`src/rtl/alu_exec_unit.sv`:
```
// alu_exec_unit: single-cycle logic/arithmetic ops plus iterative
// (one bit per cycle) 32x32 multiply and, optionally, divide.
// Optional feature macro: ALU_DIV_EN -- when defined, hardware divide
// (DIVU 1101 / DIV 1111) is built; otherwise those codes report ill.
// Signed multiply/divide run on magnitudes; the sign is applied in FIXUP.
module alu_exec_unit (
   input  logic        clk,
   input  logic        rst,
   input  logic        start,
   input  logic [3:0]  ctrl,
   input  logic [31:0] a,
   input  logic [31:0] b,
   output logic [31:0] lo,
   output logic [31:0] hi,
   output logic        zero,
   output logic        ovf,
   output logic        dz,
   output logic        ill,
   output logic        busy,
   output logic        done
);

   typedef enum logic [1:0] {IDLE, ITER, FIXUP, DONE} state_t;

   state_t      r_state;
   state_t      w_state_next;

   logic [31:0] r_lo;
   logic [31:0] r_hi;
   logic        r_ovf;
   logic        r_dz;
   logic        r_ill;
   logic [63:0] r_acc;       // mul: partial product; div: {remainder, quotient}
   logic [31:0] r_mb;        // mul: multiplicand magnitude; div: divisor magnitude
   logic [4:0]  r_cnt;
   logic        r_neg_res;   // product/quotient must be negated in FIXUP
`ifdef ALU_DIV_EN
   logic        r_op_div;
   logic        r_neg_a;     // remainder takes the sign of the dividend
   logic        r_b_zero;
`endif

   // single-cycle datapath
   logic [31:0] w_sum;
   logic [31:0] w_diff;
   logic        w_slt;
   logic        w_sltu;
   logic [31:0] w_sc_lo;
   logic        w_sc_ovf;
   logic        w_sc_ill;

   // multi-cycle decode and datapath
   logic        w_is_mul;
   logic        w_is_div;
   logic        w_multi;
   logic        w_signed;
   logic [31:0] w_abs_a;
   logic [31:0] w_abs_b;
   logic [32:0] w_mul_sum;
   logic [63:0] w_mul_next;
   logic [63:0] w_prod_fix;
   logic [63:0] w_iter_next;
   logic [31:0] w_fix_lo;
   logic [31:0] w_fix_hi;
   logic        w_fix_dz;

   assign w_sum  = a + b;
   assign w_diff = a - b;
   assign w_slt  = $signed(a) < $signed(b);
   assign w_sltu = a < b;

   assign w_is_mul = (ctrl == 4'b1100) || (ctrl == 4'b1110);
`ifdef ALU_DIV_EN
   assign w_is_div = (ctrl == 4'b1101) || (ctrl == 4'b1111);
`else
   assign w_is_div = 1'b0;
`endif
   assign w_multi  = w_is_mul || w_is_div;
   assign w_signed = ctrl[1];   // 1110/1111 are the signed mul/div codes

   assign w_abs_a = (w_signed && a[31]) ? (32'd0 - a) : a;
   assign w_abs_b = (w_signed && b[31]) ? (32'd0 - b) : b;

   // shift-add multiply step: add multiplicand when the low multiplier bit is set
   assign w_mul_sum  = {1'b0, r_acc[63:32]} + (r_acc[0] ? {1'b0, r_mb} : 33'd0);
   assign w_mul_next = {w_mul_sum, r_acc[31:1]};
   assign w_prod_fix = r_neg_res ? (64'd0 - r_acc) : r_acc;

`ifdef ALU_DIV_EN
   // restoring divide step: shift in next dividend bit, subtract divisor if it fits
   logic [32:0] w_div_shift;
   logic [32:0] w_div_diff;
   logic [63:0] w_div_next;
   assign w_div_shift = r_acc[63:31];
   assign w_div_diff  = w_div_shift - {1'b0, r_mb};
   assign w_div_next  = w_div_diff[32] ? {w_div_shift[31:0], r_acc[30:0], 1'b0}
                                       : {w_div_diff[31:0],  r_acc[30:0], 1'b1};
`endif

   // single-cycle result and flag decode
   always_comb begin
      w_sc_lo  = 32'd0;
      w_sc_ovf = 1'b0;
      w_sc_ill = 1'b0;
      case (ctrl)
         4'b0000: w_sc_lo = a & b;
         4'b0001: w_sc_lo = a | b;
         4'b0010: w_sc_lo = w_sum;
         4'b0011: w_sc_lo = w_diff;
         4'b0100: w_sc_lo = {31'd0, w_slt};
         4'b0101: w_sc_lo = {31'd0, w_sltu};
         4'b0111: w_sc_lo = ~(a | b);
         4'b1010: begin
            w_sc_lo  = w_sum;
            w_sc_ovf = (a[31] == b[31]) && (w_sum[31] != a[31]);
         end
         4'b1011: begin
            w_sc_lo  = w_diff;
            w_sc_ovf = (a[31] != b[31]) && (w_diff[31] != a[31]);
         end
         default: w_sc_ill = 1'b1;  // multi-cycle codes never take this path
      endcase
   end

   // select iteration step and final sign/divide-by-zero fixup
   always_comb begin
      w_iter_next = w_mul_next;
      w_fix_lo    = w_prod_fix[31:0];
      w_fix_hi    = w_prod_fix[63:32];
      w_fix_dz    = 1'b0;
`ifdef ALU_DIV_EN
      if (r_op_div) begin
         w_iter_next = w_div_next;
         w_fix_lo    = r_b_zero  ? 32'hFFFF_FFFF
                     : (r_neg_res ? (32'd0 - r_acc[31:0]) : r_acc[31:0]);
         w_fix_hi    = r_neg_a ? (32'd0 - r_acc[63:32]) : r_acc[63:32];
         w_fix_dz    = r_b_zero;
      end
`endif
   end

   // FSM state register
   always_ff @(posedge clk or posedge rst) begin
      if (rst) r_state <= IDLE;
      else     r_state <= w_state_next;
   end

   // FSM next-state and status outputs
   always_comb begin
      w_state_next = r_state;
      busy         = (r_state != IDLE);
      done         = (r_state == DONE);
      case (r_state)
         IDLE:    if (start) w_state_next = w_multi ? ITER : DONE;
         ITER:    if (r_cnt == 5'd31) w_state_next = FIXUP;
         FIXUP:   w_state_next = DONE;
         DONE:    w_state_next = IDLE;
         default: w_state_next = IDLE;
      endcase
   end

   // datapath: capture operands on start, iterate, then write results
   always_ff @(posedge clk or posedge rst) begin
      if (rst) begin
         r_lo      <= 32'd0;
         r_hi      <= 32'd0;
         r_ovf     <= 1'b0;
         r_dz      <= 1'b0;
         r_ill     <= 1'b0;
         r_acc     <= 64'd0;
         r_mb      <= 32'd0;
         r_cnt     <= 5'd0;
         r_neg_res <= 1'b0;
`ifdef ALU_DIV_EN
         r_op_div  <= 1'b0;
         r_neg_a   <= 1'b0;
         r_b_zero  <= 1'b0;
`endif
      end else begin
         case (r_state)
            IDLE: begin
               if (start) begin
                  r_ovf <= 1'b0;
                  r_dz  <= 1'b0;
                  r_ill <= 1'b0;
                  if (w_multi) begin
                     r_cnt     <= 5'd0;
                     r_neg_res <= w_signed && (a[31] ^ b[31]);
                     if (w_is_div) begin
                        r_acc <= {32'd0, w_abs_a};
                        r_mb  <= w_abs_b;
                     end else begin
                        r_acc <= {32'd0, w_abs_b};
                        r_mb  <= w_abs_a;
                     end
`ifdef ALU_DIV_EN
                     r_op_div <= w_is_div;
                     r_neg_a  <= w_signed && a[31];
                     r_b_zero <= (b == 32'd0);
`endif
                  end else begin
                     r_lo  <= w_sc_lo;
                     r_hi  <= 32'd0;
                     r_ovf <= w_sc_ovf;
                     r_ill <= w_sc_ill;
                  end
               end
            end
            ITER: begin
               r_acc <= w_iter_next;
               r_cnt <= r_cnt + 5'd1;
            end
            FIXUP: begin
               r_lo <= w_fix_lo;
               r_hi <= w_fix_hi;
               r_dz <= w_fix_dz;
            end
            default: ;
         endcase
      end
   end

   assign lo   = r_lo;
   assign hi   = r_hi;
   assign zero = (r_lo == 32'd0);
   assign ovf  = r_ovf;
   assign dz   = r_dz;
   assign ill  = r_ill;

endmodule
```
`config.mk`:
```
export PLATFORM = sky130hd
export DESIGN_NAME = alu_exec_unit
export DESIGN_NICKNAME = d
export VERILOG_FILES = /design/src/rtl/alu_exec_unit.sv
export SDC_FILE = /design/constraint.sdc
export NUM_CORES = 1
export LEC_CHECK = 0
export ABC_AREA = 1
export BUFFER_PORTS_ARGS = -buffer_cell sky130_fd_sc_hd__buf_2
export CAP_MARGIN = 10
export CORE_UTILIZATION = 32
export CTS_BUF_LIST = sky130_fd_sc_hd__clkbuf_4 sky130_fd_sc_hd__clkbuf_8
export DETAILED_ROUTE_END_ITERATION = 8
export PLACE_DENSITY_LB_ADDON = 0.05
export SYNTH_ARGS = -nofsm -noshare
export SYNTH_HDL_FRONTEND = slang
export SYNTH_SLANG_ARGS = --single-unit
```
`constraint.sdc`:
```
create_clock -name clk -period 9.8 [get_ports clk]
set_input_delay 0 -clock clk [delete_from_list [all_inputs] [get_ports clk]]
set_output_delay 0 -clock clk [all_outputs]
set_load 0.02 [all_outputs]
```
Yosys cells after proc, flatten, opt, wreduce, memory -nomap -nowiden
Cells that the tools add are included.

Bits in registers: 171. Input bits: 71. Logic and storage cells: 93.

Add/subtract/negate cells: 7. $lt $le $gt $ge: 2. Equal/unequal tests: 22. Multiplexer cells: 27. Bitwise logic cells: 4. Reduce and logical (&&, ||, !) cells: 21.

Operators by type and width (number): 2-to-1 mux 32 bit (7); one-hot mux 32 bit (7 select lines) (1); 2-to-1 mux 64 bit (3); one-hot mux 32 bit (2 select lines) (2); one-hot mux 64 bit (2 select lines) (1); < comparator 32 bit (2); subtractor 1 x 32 -> 32 bit (first input constant) (2); subtractor 1 x 64 -> 64 bit (first input constant) (1); adder 32 x 32 -> 33 bit (1); adder 32 bit (1); AND 32 bit (1); zero test 32 bit (1); inverter 32 bit (1); bitwise OR 32 bit (1); subtractor 32 bit (1); == test 4 bit (second input constant) (4); == test 4 x 3 -> 1 bit (second input constant) (3); 2-to-1 mux 5 bit (2); one-hot mux 5 bit (2 select lines) (1); AND reduction 3 bit (3); OR reduction 9 bit (1); == test 4 x 2 -> 1 bit (second input constant) (2); != test 2 bit (second input constant) (4); one-hot mux 2 bit (4 select lines) (1); other kinds (18) (36).

Longest topological paths before layout
Depth in word-level cells: 6. Gate-level depth with buffers: 18. Depth with buffers taken out: 17.

Worst setup path before layout
OpenSTA, ideal clock, no wires.

Path kind: register -> register. Start: register r_acc[0]. End: register r_acc[60]. Library setup time: 0.117 ns. Arrival: 2.151 ns. Required time: 9.683 ns. Slack: 7.532 ns. Cell stages (with the launch flop): 16. Path buffers: 2. Period minus slack after synthesis: 2.268 ns. Cell sequence: dfrtp_1 > buf_6 > clkbuf_1 > nand2_1 > inv_1 > ha_1 > nand3_1 > nand2_1 > a21oi_1 > o21ai_0 > a21o_1 > nand3_1 > nand2_1 > nand2_1 > nand3_1 > nand2_1.

Longest elaborated chain between the ends: 3.

Ends and longest elaborated chain: start, declared (RTL line 33) `logic [63:0] r_acc;`; start signal, assigned (RTL line 190) `r_acc <= {32'd0, w_abs_a};`; start signal, assigned (RTL line 193) `r_acc <= {32'd0, w_abs_b};`; start signal, assigned (RTL line 210) `r_acc <= w_iter_next;`; 2-to-1 mux 32 bit (RTL line 85) `assign w_mul_sum = {1'b0, r_acc[63:32]} + (r_acc[0] ? {1'b0, r_mb} : 33'd0);`; adder 32 x 32 -> 33 bit (RTL line 85); one-hot mux 64 bit (2 select lines) (RTL line 180) `case (r_state)`.

No other way between the ends. A chain may end at the register's enable or synchronous reset.

Worst setup path in the final report
Start: register r_state[0]. End: register r_acc[36].

Longest elaborated chain between the ends: 3.

Ends and longest elaborated chain: start, declared (RTL line 25) `state_t r_state;`; start signal, assigned (RTL line 145) `else r_state <= w_state_next;`; == test 2 x 1 -> 1 bit / zero test 2 bit (equally long branches) (RTL line 180); nonzero test 2 bit (no source line) / != test 2 bit (equally long branches); AND reduction 3 bit (no source line).

Parallel ways exist; a longest one is shown, timed or not.

==> results by group <==
Outcome
  • Status: completed

CTS
  • Sink Count: 170
  • CTS buffer count: 17
  • Worst-Skew Late Latency: 0.57 ns
  • CTS tree: built
  • H-tree depth: 4
  • CTS root buf: clkbuf_8
  • Clock buffer depth: 2
  • Clock Pin Slew Worst Setup and Hold Paths: 0.11 ns
  • Post-CTS Setup Inserts: 0

Synthesis
  • Syn_area_per_cell: 5.989 sq um
  • Yosys Warn Count: 0
  • Distinct cells, synth: 56
  • #FFs+latches synth: 170
  • Sequential fraction of the synthesis area: 0.2250
  • Post-Syn Area: 0.01891 sq mm
  • Syn nets: 3381
  • Synth Instances: 3157

Cells and area
  • Commonest non-fill, non-tap cell in the layout: nand2_1
  • Share of cells above drive strength 1: 0.07086
  • Post-route cell area: 0.02111 sq mm
  • Area Overhead vs Synth: 11.65%
  • # nets final: 3500
  • Multi-input combinational cell area: 0.01239 sq mm
  • Number of fillers in the final layout: 6608
  • Commonest non-fill, non-tap cells in the layout: 872 x nand2_1, 467 x inv_1, 352 x nor2_1
  • Register Area: 0.004255 sq mm

Timing
  • Final hold vios: 0
  • WHS: 0.04846 ns
  • Final setup viols: 0
  • Fin crit period: 3.790 ns
  • Final slew viol count: 0
  • Measured slew at the worst slew-check pin: 1.195 ns
  • Fin crit share: 0.3867
  • Clock Skews: 0.02200 ns
  • Fmax: 0.2639 GHz
  • Slew headroom: 0.1948
  • RSZ-0062 raised after global routing: no
  • Final WS setup: 6.010 ns
  • Setup TNS: 0 ns

Power and ir drop
  • Power per cell area: 232.5 mW/mm^2
  • Total Power: 4909 uW
  • Static Leak: 0.01107 uW
  • Worst IR Drop VDD: 0.1311 mV

Placed design
  • Hpwl dp: 72800 microns
  • Port Buffer Count: 139
  • Post-place setup slack: 6.030 ns
  • Final Wtd Congestion: 0.9681
  • Area after DPL: 0.02024 sq mm

Die
  • Die width: 245.1 microns
  • Initial Util: 0.3259
  • Die Footprint: 0.06006 sq mm
  • # rows: 88
  • IO Pins: 141
  • Core area: 0.05803 sq mm
  • Vert. Die Dim: 245.1 microns

Drt
  • Vias per cell: 5.297
  • 1st-pass router iterations: 5
  • WL per Instance: 21.92 microns
  • Post-route DRC: 0
  • Vias: 21480
  • Post-Route WL: 88850 microns
  • Iter 0 DRT Violations: 1796
  • ANT nets after route: 0

Critical path
  • Critical path data required time: 10.28 ns
  • Slowest CP cell: buf_4
  • Crit end category: register
  • CP max FO: 69
  • Top cell by count, worst path: inv_2
  • Worst stage delay on the critical path: 0.61 ns
  • Crit Path Class: register to register
  • CP Launch Type: register
  • Arr. time, crit path: 4.27 ns
  • Crit path cell chain: inv_1 > ha_1 > nand2_1 > inv_1 > nand2_4 > inv_2 > a21oi_4 > inv_2 > buf_4 > nand2_2 > inv_2 > o21ai_0 > o22ai_1

Global routing
  • Gr ovfl total: 0
  • All-Layer GR Usage: 0.2957
  • Global-route wire length before repair: 131000 microns
  • Vias in the first global route: 20740
  • Largest net degree at the start of global routing: 107
  • Antenna violations before repair: 2

Worst hold path
  • HP Class: input port to register

Run
  • Max-Cap Viols: 0
==> per-stage QoR <==
| stage | instances | util |
|---|---|---|
| floorplan | 3157 | - |
| global placement | 3970 | 0.3488 |
| detailed placement | 3970 | 0.3488 |
| CTS | 4053 | 0.3638 |
| global route | 4053 | 0.3638 |
| finish | 4054 | 0.3638 |
==> Yosys cell counts, drive strengths merged <==
master / number / area share
and2: 5 / 0.0017
nor3b: 3 / 0.0012
nand3b: 2 / 0.00079
o31a: 1 / 0.00046
o221ai: 7 / 0.0032
o2111ai: 7 / 0.0032
inv: 480 / 0.095
nor2: 363 / 0.074
and3: 4 / 0.0013
fa: 3 / 0.0032
nand4: 53 / 0.018
o211ai: 22 / 0.0087
o21a: 1 / 0.00040
nor4: 18 / 0.0060
or2: 3 / 0.00099
clkbuf: 62 / 0.012
nor3: 45 / 0.014
ha: 150 / 0.099
dfrtp: 170 / 0.22
a211oi: 2 / 0.00079
a21o: 4 / 0.0016
a21boi: 4 / 0.0016
xor2: 44 / 0.020
o21ai: 240 / 0.064
clkinv: 2 / 0.00040
a31oi: 18 / 0.0060
a22o: 3 / 0.0014
a21oi: 221 / 0.059
nand2: 877 / 0.18
nand3: 238 / 0.064
a221oi: 23 / 0.011
o41ai: 1 / 0.00046
o31ai: 8 / 0.0032
xnor2: 2 / 0.00093
buf: 45 / 0.012
o22ai: 17 / 0.0056
conb: 1 / 0.00020
o21bai: 8 / 0.0032
==> logic make-up (layout without fill, tap and decap cells) <==
kind of cell | count (synthesis) | count (layout) | share of synthesized area
and+or+nand+nor | 1611 | 1611 | 0.3569
buffers and inverters | 589 | 720 | 0.1204
AOI/OAI and AO/OA | 587 | 587 | 0.1737
DFF | 170 | 170 | 0.2250
adders and majority gates | 153 | 153 | 0.1024
xor gates and xnor gates | 46 | 46 | 0.02131
other | 1 | 2 | 0.0001983
==> final timing paths <==
path                       startpoint         to  slack, ns  depth (start not counted)
hold / removal                  a[30]   r_mb[30]       0.05                          4
hold reg to reg                 hi[0]      hi[0]       0.48                          2
setup / recovery           r_state[0]  r_acc[36]       6.01                         13
setup reg to reg           r_state[0]  r_acc[36]       6.01                         13
max in group asynchronous         rst  r_acc[20]       8.18                          4
min in group asynchronous         rst  r_acc[43]       0.12                          3
==> registers in the layout (all words and copies together), names as in the netlist <==
register,count
r_cnt,5
lo,32
r_neg_res,1
r_acc,64
ovf,1
hi,32
r_state,2
ill,1
r_mb,32
==> worst max-delay path, delay by kind of cell (launching register included) <==
| kind | cells | cell delay, ns |
|---|---|---|
| flip-flops | 1 | 0.42 |
| buffers and inverters | 6 | 1.78 |
| adder cells (fa/ha/maj) | 1 | 0.18 |
| AND/OR/NAND/NOR | 3 | 0.94 |
| AO/OA/AOI/OAI | 3 | 0.34 |
==> report_power, final <==
part / internal, uW / total, uW / switching, uW
clock: 183 / 501 / 318
sequential: 1010 / 1360 / 351
combinational: 877 / 3050 / 2170
==> layout make-up <==
class                      count  share of cell area
antenna                        1           0.0001185
tap                          765             0.04534
clock buffer                  18             0.01144
multi-input combinational   2398              0.5870
sequential                   170              0.2016
inverter                     482             0.08605
clock inverter                13            0.005215
timing repair buffer         207             0.06330
==> routing by layer <==
layer	share of wire	track usage
met3	0.043	0.03324
met2	0.46	0.4951
met1	0.43	0.3702
met4	0.059	0.1596
met5	0.00021	0
==> what timing repair did <==
action                                 in CTS  in global routing
hold buffers                               52                  0
endpoints found under the hold margin     149                  0
gates resized for setup                     0                  0
No activity file was read; power rests on OpenSTA's default activity.
